==> src/rtl/dsp_pkg.sv <==
// Shared DSP definitions: IDFT capture frame geometry and capture FSM states.
package dsp_pkg;

  // Output beats per 64-point inverse transform (2 complex samples per beat).
  localparam int IDFT_CAPTURE_BEATS  = 32;
  // Width of one Y lane from the IDFT core.
  localparam int IDFT_CAPTURE_LANE_W = 16;

  // IDLE: armed, CAPTURE: recording beats, FULL: frame held for the host.
  typedef enum logic [1:0] {
    IDLE    = 2'd0,
    CAPTURE = 2'd1,
    FULL    = 2'd2
  } idft_capture_state_t;

endpackage

==> src/rtl/idft_capture_ram.sv <==
// Simple dual-port frame buffer: synchronous write port, registered read port
// with read enable. A read and a write to the same address in one cycle
// return the previously stored word. The read register is cleared by reset;
// the memory contents are not.
module idft_capture_ram #(
  parameter int DEPTH = 32,
  parameter int WIDTH = 64
) (
  input  logic                     clk,
  input  logic                     i_rst,
  input  logic                     i_we,
  input  logic [$clog2(DEPTH)-1:0] i_waddr,
  input  logic [WIDTH-1:0]         i_wdata,
  input  logic                     i_re,
  input  logic [$clog2(DEPTH)-1:0] i_raddr,
  output logic [WIDTH-1:0]         o_rdata
);

  logic [WIDTH-1:0] r_mem [DEPTH];
  logic [WIDTH-1:0] r_rdata;

  // Write port: store the incoming beat.
  always_ff @(posedge clk) begin
    if (i_we) begin
      r_mem[i_waddr] <= i_wdata;
    end
  end

  // Read port: the non-blocking write above lands after this sample,
  // so a same-address collision returns the old word.
  always_ff @(posedge clk) begin
    if (i_rst) begin
      r_rdata <= '0;
    end else if (i_re) begin
      r_rdata <= r_mem[i_raddr];
    end
  end

  assign o_rdata = r_rdata;

endmodule

==> src/rtl/idft_output_capture.sv <==
// IDFT output capture: records one 32-beat inverse-transform frame on the
// core's next_out pulse and holds it for host reads until frame_ack.
// Optional feature macro: IDFT_CAPTURE_DROP_CNT_EN adds a saturating 16-bit
// drop_count output counting dropped or overlapped frames.
module idft_output_capture
  import dsp_pkg::*;
#(
  parameter int BEATS  = IDFT_CAPTURE_BEATS,
  parameter int DATA_W = IDFT_CAPTURE_LANE_W
) (
  input  logic                     clk,
  input  logic                     rst,
  input  logic                     next_out,
  input  logic [DATA_W-1:0]        Y0,
  input  logic [DATA_W-1:0]        Y1,
  input  logic [DATA_W-1:0]        Y2,
  input  logic [DATA_W-1:0]        Y3,
  input  logic [$clog2(BEATS)-1:0] rd_addr,
  input  logic                     rd_en,
  output logic [4*DATA_W-1:0]      rd_data,
  output logic                     frame_valid,
  input  logic                     frame_ack,
  output logic                     overflow,
  input  logic                     overflow_clr,
  output logic                     busy
`ifdef IDFT_CAPTURE_DROP_CNT_EN
  ,
  output logic [15:0]              drop_count
`endif
);

  localparam int AW = $clog2(BEATS);
  localparam logic [AW-1:0] LAST_BEAT = AW'(BEATS - 1);

  idft_capture_state_t r_state;
  idft_capture_state_t w_state_next;
  logic [AW-1:0]       r_cnt;
  logic                r_overflow;
  logic                w_start;
  logic                w_drop_evt;
  logic                w_wr_en;
  logic [4*DATA_W-1:0] w_wr_data;

  // State register; reset wins over any coincident next_out.
  always_ff @(posedge clk) begin
    if (rst) begin
      r_state <= IDLE;
    end else begin
      r_state <= w_state_next;
    end
  end

  // Next-state logic plus start / drop / write strobes.
  always_comb begin
    w_state_next = r_state;
    w_start      = 1'b0;
    w_drop_evt   = 1'b0;
    w_wr_en      = 1'b0;
    case (r_state)
      IDLE: begin
        if (next_out) begin
          w_start      = 1'b1;
          w_state_next = CAPTURE;
        end
      end
      CAPTURE: begin
        // A reset cycle does not commit a beat.
        w_wr_en = !rst;
        // A new start while capturing is a protocol violation: flag it,
        // keep recording the current frame.
        w_drop_evt = next_out;
        if (r_cnt == LAST_BEAT) begin
          w_state_next = FULL;
        end
      end
      FULL: begin
        if (frame_ack) begin
          if (next_out) begin
            // Host releases and the core starts in the same cycle:
            // accept the new frame, overwriting the buffer.
            w_start      = 1'b1;
            w_state_next = CAPTURE;
          end else begin
            w_state_next = IDLE;
          end
        end else if (next_out) begin
          w_drop_evt = 1'b1;
        end
      end
      default: begin
        w_state_next = IDLE;
      end
    endcase
  end

  // Beat counter: restarts on frame start, advances during capture and
  // holds at the last beat; it returns to 0 only through a new start.
  always_ff @(posedge clk) begin
    if (rst) begin
      r_cnt <= '0;
    end else if (w_start) begin
      r_cnt <= '0;
    end else if (r_state == CAPTURE && r_cnt != LAST_BEAT) begin
      r_cnt <= r_cnt + AW'(1);
    end
  end

  // Sticky overflow flag; a new drop event beats a simultaneous clear.
  always_ff @(posedge clk) begin
    if (rst) begin
      r_overflow <= 1'b0;
    end else if (w_drop_evt) begin
      r_overflow <= 1'b1;
    end else if (overflow_clr) begin
      r_overflow <= 1'b0;
    end
  end

`ifdef IDFT_CAPTURE_DROP_CNT_EN
  logic [15:0] r_drop_count;

  // Saturating drop counter; an increment coinciding with a clear
  // restarts the count at 1.
  always_ff @(posedge clk) begin
    if (rst) begin
      r_drop_count <= '0;
    end else if (w_drop_evt) begin
      if (overflow_clr) begin
        r_drop_count <= 16'd1;
      end else if (r_drop_count != 16'hFFFF) begin
        r_drop_count <= r_drop_count + 16'd1;
      end
    end else if (overflow_clr) begin
      r_drop_count <= '0;
    end
  end

  assign drop_count = r_drop_count;
`endif

  assign w_wr_data   = {Y3, Y2, Y1, Y0};
  assign busy        = (r_state == CAPTURE);
  assign frame_valid = (r_state == FULL);
  assign overflow    = r_overflow;

  idft_capture_ram #(
    .DEPTH (BEATS),
    .WIDTH (4*DATA_W)
  ) u_ram (
    .clk     (clk),
    .i_rst   (rst),
    .i_we    (w_wr_en),
    .i_waddr (r_cnt),
    .i_wdata (w_wr_data),
    .i_re    (rd_en),
    .i_raddr (rd_addr),
    .o_rdata (rd_data)
  );

endmodule

==> config.mk <==
export PLATFORM = sky130hd
export DESIGN_NAME = idft_output_capture
export DESIGN_NICKNAME = d
export VERILOG_FILES = /design/src/rtl/dsp_pkg.sv /design/src/rtl/idft_capture_ram.sv /design/src/rtl/idft_output_capture.sv
export SDC_FILE = /design/constraint.sdc
export NUM_CORES = 2
export LEC_CHECK = 0
export ABC_AREA = 1
export CAP_MARGIN = 15
export CELL_PAD_IN_SITES_DETAIL_PLACEMENT = 1
export CELL_PAD_IN_SITES_GLOBAL_PLACEMENT = 1
export CORE_ASPECT_RATIO = 1.4
export CORE_MARGIN = 2
export CORE_UTILIZATION = 35
export CTS_BUF_LIST = sky130_fd_sc_hd__clkbuf_4 sky130_fd_sc_hd__clkbuf_8 sky130_fd_sc_hd__clkbuf_16
export DETAILED_ROUTE_END_ITERATION = 8
export PLACE_DENSITY = 0.57
export RECOVER_POWER = 25
export SLEW_MARGIN = 20
export SYNTH_ARGS = -nofsm -noshare
export SYNTH_HDL_FRONTEND = slang
export SYNTH_HIERARCHICAL = 1
export SYNTH_SLANG_ARGS = --single-unit
==> constraint.sdc <==
create_clock -name clk -period 4.7 [get_ports clk]
set_clock_uncertainty 0.15 [all_clocks]
set_input_delay 0.94 -clock clk [delete_from_list [all_inputs] [get_ports clk]]
set_output_delay 0.94 -clock clk [all_outputs]
set_load 0.05 [all_outputs]
Word-level counts from Yosys, hierarchy flattened
Memory sizes are Yosys's and may differ from the RTL's. A register that Yosys moved wholly into a read port is not among the register bits.
Cells that the tools add are included.
Widths: inputs -> output; s select.
Word-level totals
  memories kept: 1
  word-level logic and storage cells: 33
  flip-flop bits (word level): 8
  bits in writable memories: 2048
  output and inout bits: 67
Cells by class
  reductions and logical operators: 6
  add/subtract/negate cells: 1
  mux-type cells: 15
  eq/ne operators: 7
Memory list
  u_ram.r_mem: words 32, bits a word 64, read ports 1, clocked after memory_dff 1, wr ports 1, line idft_capture_ram.sv:19  | logic [WIDTH-1:0] r_mem [DEPTH];
Operators with widths (count)
  $mux 1: 9
  $mux 2: 3
  $pmux 2 s3: 1
  $add 5x1->5 const B: 1
  $eq 5x5->1 const B: 1
  $ne 5x5->1 const B: 1
  $ne 2x1->1 const B: 2
  $pmux 1 s2: 2
  $reduce_and 3->1: 1
  $eq 2x1->1 const B: 1
  $eq 2x2->1 const B: 1
  $logic_not 2->1: 1
  $ne 2x2->1 const B: 1
  $reduce_bool 2->1: 1
  $reduce_or 2->1: 1
  $logic_and 1x1->1: 1
  $logic_not 1->1: 1

Depth between registers and ports, before layout
  word-level depth: 4
  mapped depth: 14
  gate-level depth less buffers: 11

By module
The synthesis kept the hierarchy.
By module, submodules not included
  idft_capture_ram: area an instance 83968.0 µm², cells an instance 6928, instances 1
  idft_output_capture: area an instance 506.7 µm², cells an instance 70, instances 1

Least setup slack after synthesis
OpenSTA, ideal clock, no wires.
  path kind: reg-to-reg
  from: reg r_state[1]
  to: mem u_ram.r_mem[31][0] (enable)
  cell stages (with the launch flop): 7
  buffers on the path: 0
  library setup time: 0.487 ns
  data arrival time: 4.239 ns
  setup slack: -0.175 ns
  clock period less this slack: 4.875 ns
  path through: dfxtp_1 > inv_1 > ha_1 > inv_1 > nor2_1 > nand3_1 > nor2_1
Between the ends
  cells in the longest elaborated chain, start to end: 4
RTL lines
  start, declared: line idft_output_capture.sv:35  | idft_capture_state_t r_state;
  start signal, assigned: line idft_output_capture.sv:49  | r_state <= w_state_next;
  $eq 2x1->1
  via busy: line idft_output_capture.sv:25  | output logic busy
  $mux 1: line idft_output_capture.sv:59  | case (r_state)
  via w_wr_en: line idft_output_capture.sv:41  | logic w_wr_en;
  $mux 1: line idft_capture_ram.sv:24  | if (i_we) begin
  $mux 1 (not written as such): line idft_capture_ram.sv:25  | r_mem[i_waddr] <= i_wdata;
  end, declared: line idft_capture_ram.sv:19
The timed path passes the listed nets, and every way through them passes these cells.

Worst setup path after layout
  from: reg r_state[1]
  to: out busy
Between the ends
  cells in the longest elaborated chain, start to end: 1
RTL lines
  $eq 2x1->1: line idft_output_capture.sv:142  | assign busy = (r_state == CAPTURE);
  end, declared: line idft_output_capture.sv:25
No other way between the ends.

==> Flow_metrics.wiki <==
{| class="wikitable"
! Metric !! Value
|-
| Status || finished with violations
|-
| Violations in the final reports || max-capacitance violations, max-slew violations
|-
| Fraction of the yosys area taken by sequential cells || 74.5%
|-
| Count of warnings emitted by yosys || 6
|-
| Element type at the critical path end || primary output
|-
| # DRC || 0
|-
| IO Pins || about 140
|-
| Net Count, Synth || 7,081
|-
| Critical path startpoint category || flop
|-
| Highest layer used for signal routing || met5
|-
| Wl on met1 || 120,000 µm
|-
| Routed wire length on met3 || 11,800 µm
|-
| Register-to-Register Setup Slack || 1440 ps
|-
| Die Footprint || approximately 250,000 µm²
|-
| Worst slack, placed || 1080 ps
|-
| Post-synthesis simple-gate area fraction || 22.2%
|-
| CTS Buf Count || 216
|-
| Total overflow reported by the global router || 0
|-
| Hold Path Cell Cnt || 2
|-
| Cell area after synthesis || 84,500 µm²
|-
| Worst-margin pin slew || 1980 ps
|-
| Highest ir drop seen on vdd || between 0.0002 and 0.0003 V
|-
| Static leakage || 0.0342 µW
|-
| Slew headroom || -32.2%
|-
| Share of the cycle needed by the critical path after routing || 75.9%
|-
| Cell area power density || 425 nW/µm²
|-
| Post-CTS Hold Buffers || 0
|-
| Highest achievable clock rate || ~0.28 GHz
|-
| Root buf cell || clkbuf_16
|-
| Post-synthesis area per instance || 12.1 µm²
|-
| Number of iterations in the first detailed-routing pass || 5
|-
| Async set-reset flop share out of synthesis || 0%
|-
| Die span in x || approximately 420 µm
|-
| Vias in the first global route || 57.9k
|-
| 1st-iter DRT viols || 4,533
|-
| Compound-gate portion of the synthesized area || 0.0355%
|-
| Final Hold Violating Endpoints || 0
|-
| Post-route minimum period || 3570 ps
|-
| Mux contribution to synthesized area || 0%
|-
| Wire per inst || 26.4 µm
|-
| Buffers from clock root to sink, at most || 4
|-
| Synth Area in Adders || 0.118%
|-
| Largest family of logic cells by synthesized area || simple AND/OR/NAND/NOR gates
|-
| GR Util All Layers || between 20% and 30%
|-
| R2R cell count || 8
|-
| Clock network fraction of design power || 42.2%
|-
| Placer Congestion || 0.766
|-
| Fin Hold WS || 342 ps
|-
| Switching power total || 9700 µW
|-
| Starting density of the core || approximately a third
|-
| Number of setup buffers added after CTS || 0
|-
| Average vias per placed instance || 5.32
|-
| Data arrival time of the critical path || 2480 ps
|-
| Max-slew violations || 957
|-
| Worst Hold Class || flop to flop
|-
| Number of buffers added on ports || around 140
|-
| Wirelength, routed || 278,000 µm
|-
| Post-cts resize count || 0
|-
| Area of the core || 240,000 µm²
|-
| Unrepaired setup endpoints after global routing || false
|-
| Chip Height || 585 µm
|-
| Maximum number of pins on one net before global-route repair || between 150 and 200
|-
| CTS Sinks || 2,120
|-
| Routed wl met2 || around 140,000 µm
|-
| Remaining antenna violation count after routing || 0
|-
| Synth Instances || about 7k
|-
| CTS clk-pin slew, worst paths || 60 ps
|-
| Sequential fraction of design power || 50.6%
|-
| CTS HTree Levels || 4
|-
| Area growth from synthesis to layout || 15.4%
|-
| Clk Latency, worst-skew pair || 880 ps
|-
| Row cnt || 213
|-
| XOR/XNOR share of the synthesized area || 0.0104%
|-
| Flops & latches, synth || 2,120
|-
| Final setup margin || about 1100 ps
|-
| Clock tree from TritonCTS || yes
|-
| Final nets || 7,216
|-
| Combinational group share of total power || 7.1%
|-
| Max Fanout on Critical Path || 4
|-
| Number of failing setup endpoints in the final timing report || 0
|-
| Category of the most critical setup path || flop to primary output
|-
| Final HPWL from detailed placement || 154,000 µm
|-
| Number of antenna violations at the first check in global routing || 15
|-
| Most used flip-flop cell after synthesis || edfxtp_1
|-
| Via count || 56.0k
|-
| Count of flip-flops with a built-in enable after synthesis || about 2.0k
|-
| Proportion of layout cells with a drive suffix above 1 || 8.41%
|-
| Max-Cap Viols || 30
|-
| Internal power of the cells || 31,800 µW
|-
| Distinct cell type count of the synthesized netlist || 22
|-
| Sw frac || 23.4%
|-
| CP Data Required Time || between 3000 and 4000 ps
|-
| Global-route wire length before repair || approximately 410,000 µm
|}
stage by stage:
stage	util, %	power [µW]	setup TNS (ps)	area [µm²]	cells
floorplan	-	23000	-350870	84500	6998
global placement	37.7	24400	0	90500	10100
detailed placement	37.7	24400	0	90500	10100
CTS	40.6	41900	0	97600	10500
global route	40.6	42700	0	97500	10500
finish	40.6	41500	0	97500	10500
cell families (layout without fill, tap and decap cells):
kind of cell             Yosys count  after routing
AO/OA/AOI/OAI                      6              6
XOR/XNOR                           1              1
other                              0              3
buffers and inverters            546            850
flip-flops                      2120           2120
AND/OR/NAND/NOR                 4317           4317
adder cells (fa/ha/maj)            8              8
per-layer routing:
layer / track usage [%] / up-vias
met1: 29.9 / 29300
met4: 5.83 / 2
met5: 0 / -
met2: 38.8 / 1292
met3: 2.34 / 366
li1: - / 25000
power groups by stage:
stage               Combinational (µW)  Sequential (µW)  Clock, µW
floorplan                         1450            21500          0
global placement                  2960            21400          0
detailed placement                3010            21400          0
CTS                               3020            21000      17900
global route                      3210            21000      18500
finish                            2950            21000      17500
registers in the layout, indices dropped and copies added (netlist names):
register       flops
u_ram/o_rdata     64
r_state            2
overflow           1
r_cnt              5
u_ram/r_mem     2048
placed cells by master, fill, tap and decap left out, drive strengths merged:
cell type      count
o21ai              2
dlygate4sd3       19
xor2               1
nand3           1987
a21oi              4
nor3               1
buf              222
clkdlybuf4s50     94
clkinvlp           2
ha                 8
clkbuf           328
nand2           2160
diode              3
edfxtp          2048
bufinv            19
clkinv            74
dfxtp             72
nor2             169
inv               92
synth_stat cells, types with 2 or more instances:
| library cell | instances | area (µm²) |
|---|---|---|
| inv_1 | 83 | 312 |
| o21ai_1 | 2 | 10.0 |
| buf_6 | 25 | 282 |
| a21oi_1 | 4 | 20.0 |
| dfxtp_1 | 72 | 1440 |
| ha_1 | 8 | 100 |
| buf_2 | 266 | 1330 |
| inv_2 | 3 | 11.3 |
| buf_4 | 26 | 195 |
| edfxtp_1 | 2048 | 61500 |
| buf_1 | 39 | 146 |
| nand3_1 | 1986 | 9940 |
| nand2_1 | 2158 | 8100 |
| clkbuf_1 | 102 | 383 |
| nor2_1 | 169 | 634 |
area by class of cell:
cell class | instances | area (µm²)
fillers | 25300 | 143000
flip-flops and latches | 2120 | 62900
multi-input cells | 4332 | 19100
clock buffers | 287 | 6100
well taps | 3225 | 4040
repair buffers | 376 | 3930
clock inverters | 100 | 971
inverters | 87 | 370
diodes | 3 | 7.51
final timing paths:
path	start	to
max	r_state[1]$_SDFFE_PP0P_	busy
min reg2reg	overflow$_SDFFE_PP0P_	overflow$_SDFFE_PP0P_
max reg2reg	r_state[1]$_SDFFE_PP0P_	u_ram/r_mem[2][31]$_DFFE_PP_
min	overflow$_SDFFE_PP0P_	overflow$_SDFFE_PP0P_
critical path, cell delays in order (launching register included):
cell	delay, ps
dfxtp_1	340
inv_1	130
ha_1	290
clkdlybuf4s50_1	860
Power figures use the tool's default switching activity.
